### src/rtl/id_ex_stage.sv
// ID/EX pipeline register with load-use detection and EX/MEM, MEM/WB
// operand forwarding feeding the ALU.
module id_ex_stage #(
  parameter int DATA_W = 32,
  parameter int REG_W  = 5,
  parameter int OP_W   = 4
) (
  input  logic              clk,
  input  logic              rst_n,
  input  logic              stall,
  input  logic              flush,
  input  logic              id_valid,
  input  logic [DATA_W-1:0] id_rs_data,
  input  logic [DATA_W-1:0] id_rt_data,
  input  logic [DATA_W-1:0] id_imm,
  input  logic [REG_W-1:0]  id_rs,
  input  logic [REG_W-1:0]  id_rt,
  input  logic [REG_W-1:0]  id_rd,
  input  logic [OP_W-1:0]   id_alu_op,
  input  logic              id_alu_src,
  input  logic              id_reg_dst,
  input  logic              id_reg_write,
  input  logic              id_mem_read,
  input  logic              id_mem_write,
  input  logic              id_mem_to_reg,
  input  logic              exmem_reg_write,
  input  logic [REG_W-1:0]  exmem_rd,
  input  logic [DATA_W-1:0] exmem_result,
  input  logic              memwb_reg_write,
  input  logic [REG_W-1:0]  memwb_rd,
  input  logic [DATA_W-1:0] memwb_result,
  output logic              hazard_stall,
  output logic [DATA_W-1:0] lvalue,
  output logic [DATA_W-1:0] rvalue,
  output logic [OP_W-1:0]   alu_op,
  output logic [DATA_W-1:0] ex_store_data,
  output logic [REG_W-1:0]  ex_dest,
  output logic              ex_valid,
  output logic              ex_reg_write,
  output logic              ex_mem_read,
  output logic              ex_mem_write,
  output logic              ex_mem_to_reg
);

  typedef struct packed {
    logic              valid;
    logic              reg_write;
    logic              mem_read;
    logic              mem_write;
    logic              mem_to_reg;
    logic              alu_src;
    logic [OP_W-1:0]   alu_op;
    logic [REG_W-1:0]  rs;
    logic [REG_W-1:0]  rt;
    logic [REG_W-1:0]  dest;
    logic [DATA_W-1:0] rs_data;
    logic [DATA_W-1:0] rt_data;
    logic [DATA_W-1:0] imm;
  } id_ex_t;

  id_ex_t ex_q;
  id_ex_t ex_d;
  id_ex_t cap;

  function automatic logic [DATA_W-1:0] fwd(
    input logic [REG_W-1:0]  spec,
    input logic [DATA_W-1:0] rf,
    input logic              xwe,
    input logic [REG_W-1:0]  xrd,
    input logic [DATA_W-1:0] xres,
    input logic              wwe,
    input logic [REG_W-1:0]  wrd,
    input logic [DATA_W-1:0] wres
  );
    logic xhit;
    logic whit;
    xhit = xwe && (xrd != '0) && (xrd == spec);
    whit = wwe && (wrd != '0) && (wrd == spec);
    if (xhit)      return xres;
    else if (whit) return wres;
    else           return rf;
  endfunction

  always_comb begin
    cap            = '0;
    cap.valid      = id_valid;
    cap.reg_write  = id_valid & id_reg_write;
    cap.mem_read   = id_valid & id_mem_read;
    cap.mem_write  = id_valid & id_mem_write;
    cap.mem_to_reg = id_valid & id_mem_to_reg;
    cap.alu_src    = id_alu_src;
    cap.alu_op     = id_alu_op;
    cap.rs         = id_rs;
    cap.rt         = id_rt;
    cap.dest       = id_reg_dst ? id_rd : id_rt;
    cap.rs_data    = id_rs_data;
    cap.rt_data    = id_rt_data;
    cap.imm        = id_imm;
  end

  always_comb begin
    hazard_stall = ex_q.valid & ex_q.mem_read
                 & (ex_q.dest != '0)
                 & ((ex_q.dest == id_rs) | (ex_q.dest == id_rt))
                 & id_valid;
  end

  // flush beats stall, stall beats the load-use bubble
  always_comb begin
    ex_d = ex_q;
    priority case (1'b1)
      flush:        ex_d = '0;
      stall:        ex_d = ex_q;
      hazard_stall: ex_d = '0;
      default:      ex_d = cap;
    endcase
  end

  always_ff @(posedge clk or negedge rst_n) begin
    if (!rst_n) ex_q <= '0;
    else        ex_q <= ex_d;
  end

  logic [DATA_W-1:0] fwd_rs;
  logic [DATA_W-1:0] fwd_rt;

  always_comb begin
    fwd_rs = fwd(ex_q.rs, ex_q.rs_data,
                 exmem_reg_write, exmem_rd, exmem_result,
                 memwb_reg_write, memwb_rd, memwb_result);
    fwd_rt = fwd(ex_q.rt, ex_q.rt_data,
                 exmem_reg_write, exmem_rd, exmem_result,
                 memwb_reg_write, memwb_rd, memwb_result);
  end

  assign lvalue        = fwd_rs;
  assign rvalue        = ex_q.alu_src ? ex_q.imm : fwd_rt;
  assign ex_store_data = fwd_rt;
  assign alu_op        = ex_q.alu_op;
  assign ex_dest       = ex_q.dest;
  assign ex_valid      = ex_q.valid;
  assign ex_reg_write  = ex_q.reg_write;
  assign ex_mem_read   = ex_q.mem_read;
  assign ex_mem_write  = ex_q.mem_write;
  assign ex_mem_to_reg = ex_q.mem_to_reg;

endmodule

### config.mk
export PLATFORM = sky130hd
export DESIGN_NAME = id_ex_stage
export DESIGN_NICKNAME = d
export VERILOG_FILES = /design/src/rtl/id_ex_stage.sv
export SDC_FILE = /design/constraint.sdc
export NUM_CORES = 1
export LEC_CHECK = 0
export CAP_MARGIN = 20
export CORE_UTILIZATION = 44
export DETAILED_ROUTE_END_ITERATION = 10
export PLACE_DENSITY = 0.79
export SLEW_MARGIN = 20
export SYNTH_ARGS = -nofsm -noshare
export SYNTH_HDL_FRONTEND = slang
export SYNTH_SLANG_ARGS = --single-unit
### constraint.sdc
create_clock -name clk -period 2.6 [get_ports clk]
set_input_delay 0.52 -clock clk [delete_from_list [all_inputs] [get_ports clk]]
set_output_delay 0.52 -clock clk [all_outputs]
set_load 0.02 [all_outputs]
==> reports/qor.yml <==
synthTopCellsByCount: "a21oi_1, dfrtp_1, nand2_1"
timing.fmax_mhz: 305
vdd_drop_max_mv: 0.489
synth_top_cell_by_area: "dfrtp_1"
drive_above_1_share: 0.399
grt_use_total: 0.426
die_x_um: 135
synth_cells: 940
end_kind: "primary output"
core_area_sq_um: 17200
grt_pass1_vias: 10014
ys_ff_latch: 121
relSlewSlack: 0.547
placed_area_sq_um: 12500
cp_max_fo: 7
syn_area_per_cell_sq_um: 8.25
hpwl_mm: 23.3
clock-sinks: 121
wire_per_inst_um: 26.8
largest-register: "ex_q"
ant_nets: 0
placementRows: 48
tritoncts: "done"
final-instance-count-excl-fill: 1590
cp_slowest_cell: "dfrtp_1"
r2r_end: "ex_q[4]"
tightest_slew_ps: 679
place_inst: 1494
crit_required_ps: 2080
period_needed_ps: 3280
fin_ws_ps: -676
crit_type: "register to primary output"
crit_chain: "buf_4 -> xnor2_2 -> nand4_1 -> a211oi_4 -> buf_6 -> buf_6 -> buf_12 -> buf_6 -> mux2i_2 -> a21oi_2 -> buf_4"
synth_most_common_cell: "a21oi_1"
largest_reg_flops: 107
htree_levels: 4
fin_worst_skew_ps: 8.21
slowest_delay_ps: 410
p_leak_nw: 6.13
rsz0062_at_grt: "yes"
outcome: "finished with violations"
cp-start-kind: "register"
ys_warn_count: 0
synth_async_sr_flop_share: 1.00
cellPowerDensity_nw_per_um2: 440
cp_num_cells: 11
place_congestion: 0.946
crit_buf_inv: 6
vias: 10183
finalSetupViolCount: 96
cts_buffer_depth: 2
fin_total_pwr_w: 0.00667
numCtsBuffers: 17
root_buffer: "clkbuf_16"
worst_ep_arrival_time_ps: 2760
wl_mm: 42.6
fin_area_sq_um: 15200
ff2ff_path_depth: 7
die-area_sq_um: 18200
crit_family: "buffers and inverters"
grt_pass1_wl_mm: 57.6
numPortBuffers: 312
io_pins: 313
synth_area_sq_um: 7750
grt_overflow: 0
yosysTopAreaCellShare: 0.391
first_pass_iters: 6
hold_viol: 0
antenna_found_initial: 5
cap_viol_max_count: 0
syn-num-nets: 1142
timing.rr.start: "ex_dest[1]"
r2r_setup_slack_ps: 360
cpMostUsedCell: "buf_6"
nets: 1550
synthToLayoutAreaGrowth_pct: 95.5
fin_tns_setup_ps: -42800
drt_iter0_drc: 1241
viasPerCell: 6.40
synth_area_leaders: "dfrtp_1, o211ai_1, a21oi_1"
seq_area_frac_synth: 0.391
holdCritPathClass: "input pin to async pin"
synth_cell_types: 39
synth_ff_type: "dfrtp_1"
start_util: 0.450
slew_viol_final: 0
clock_latency_ps: 430
die_h_um: 135
drc: 0
fin_crit_sh: 1.26
violations: "setup timing"
synth_edf_count: 0
clk_pin_slew_ps: 60
grt_max_degree: 127
repair_timing:
| action | CTS | global route |
|---|---|---|
| gates resized for setup | 767 | 124 |
| pin swaps | 37 | 42 |
| setup buffers | 40 | 14 |
| hold buffers | 0 | 0 |
| gates cloned | 14 | 1 |
| endpoints found under the setup margin | 97 | 97 |
layer usage:
layer  wire [um]  vias up  track usage
met5          13        -      0.00278
met4        3170        2        0.280
met3        5020      225       0.0935
met2       20100      774        0.731
met1       14300     4965        0.475
li1            -     4217            -
through the flow:
| step | utilization | setup slack [ps] | hold WS, ps |
|---|---|---|---|
| final | 0.880 | -676 | 5.81 |
| after global routing | 0.880 | -720 | 41.7 |
| after CTS | 0.852 | -440 | 28.1 |
| after detailed placement | 0.723 | -1130 | 470 |
| after global placement | 0.723 | -1100 | 459 |
| after floorplan | - | -77.6 | 224 |
cell type report:
class / instances / area, sq um
Antenna cell: 4 / 10.0
Sequential cell: 121 / 3030
Timing Repair Buffer: 498 / 5320
Tap cell: 225 / 282
Clock inverter: 13 / 153
Fill cell: 796 / 2080
Inverter: 37 / 140
Clock buffer: 19 / 443
Multi-Input combinational cell: 673 / 5780
worst max path at each step:
stage,from,to
after floorplan,exmem_rd[1],rvalue[10]
after global placement,memwb_rd[0],rvalue[31]
after detailed placement,memwb_rd[2],rvalue[15]
after CTS,ex_q[105],rvalue[0]
after global routing,ex_q[105],rvalue[2]
final,ex_q[106],lvalue[9]
cells in the final DEF (no fill, tap or decap), types with 24 or more instances in the layout:
cell / instances
o21ai_1: 24
or3_4: 30
clkdlybuf4s50_1: 200
nand2_1: 116
mux2_4: 30
a31oi_4: 30
buf_6: 122
inv_1: 36
buf_4: 116
buf_12: 28
o211ai_1: 106
dfrtp_1: 119
a21oi_1: 118
power by group:
group	switching (W)	leakage, nW	total [W]	internal [W]
clock network	0.000946	0.281	0.00247	0.00152
registers	0.0000835	1.61	0.00207	0.00198
logic	0.00107	4.24	0.00214	0.00107
total	0.00210	6.13	0.00667	0.00458
kinds of logic after synthesis:
group	share of synthesized area
buffers and inverters	0.0781
muxes	0.0913
and+or+nand+nor	0.141
AOI/OAI and AO/OA	0.265
xor gates and xnor gates	0.0339
DFF	0.391
Note: power is estimated with default switching activity, not from simulation.
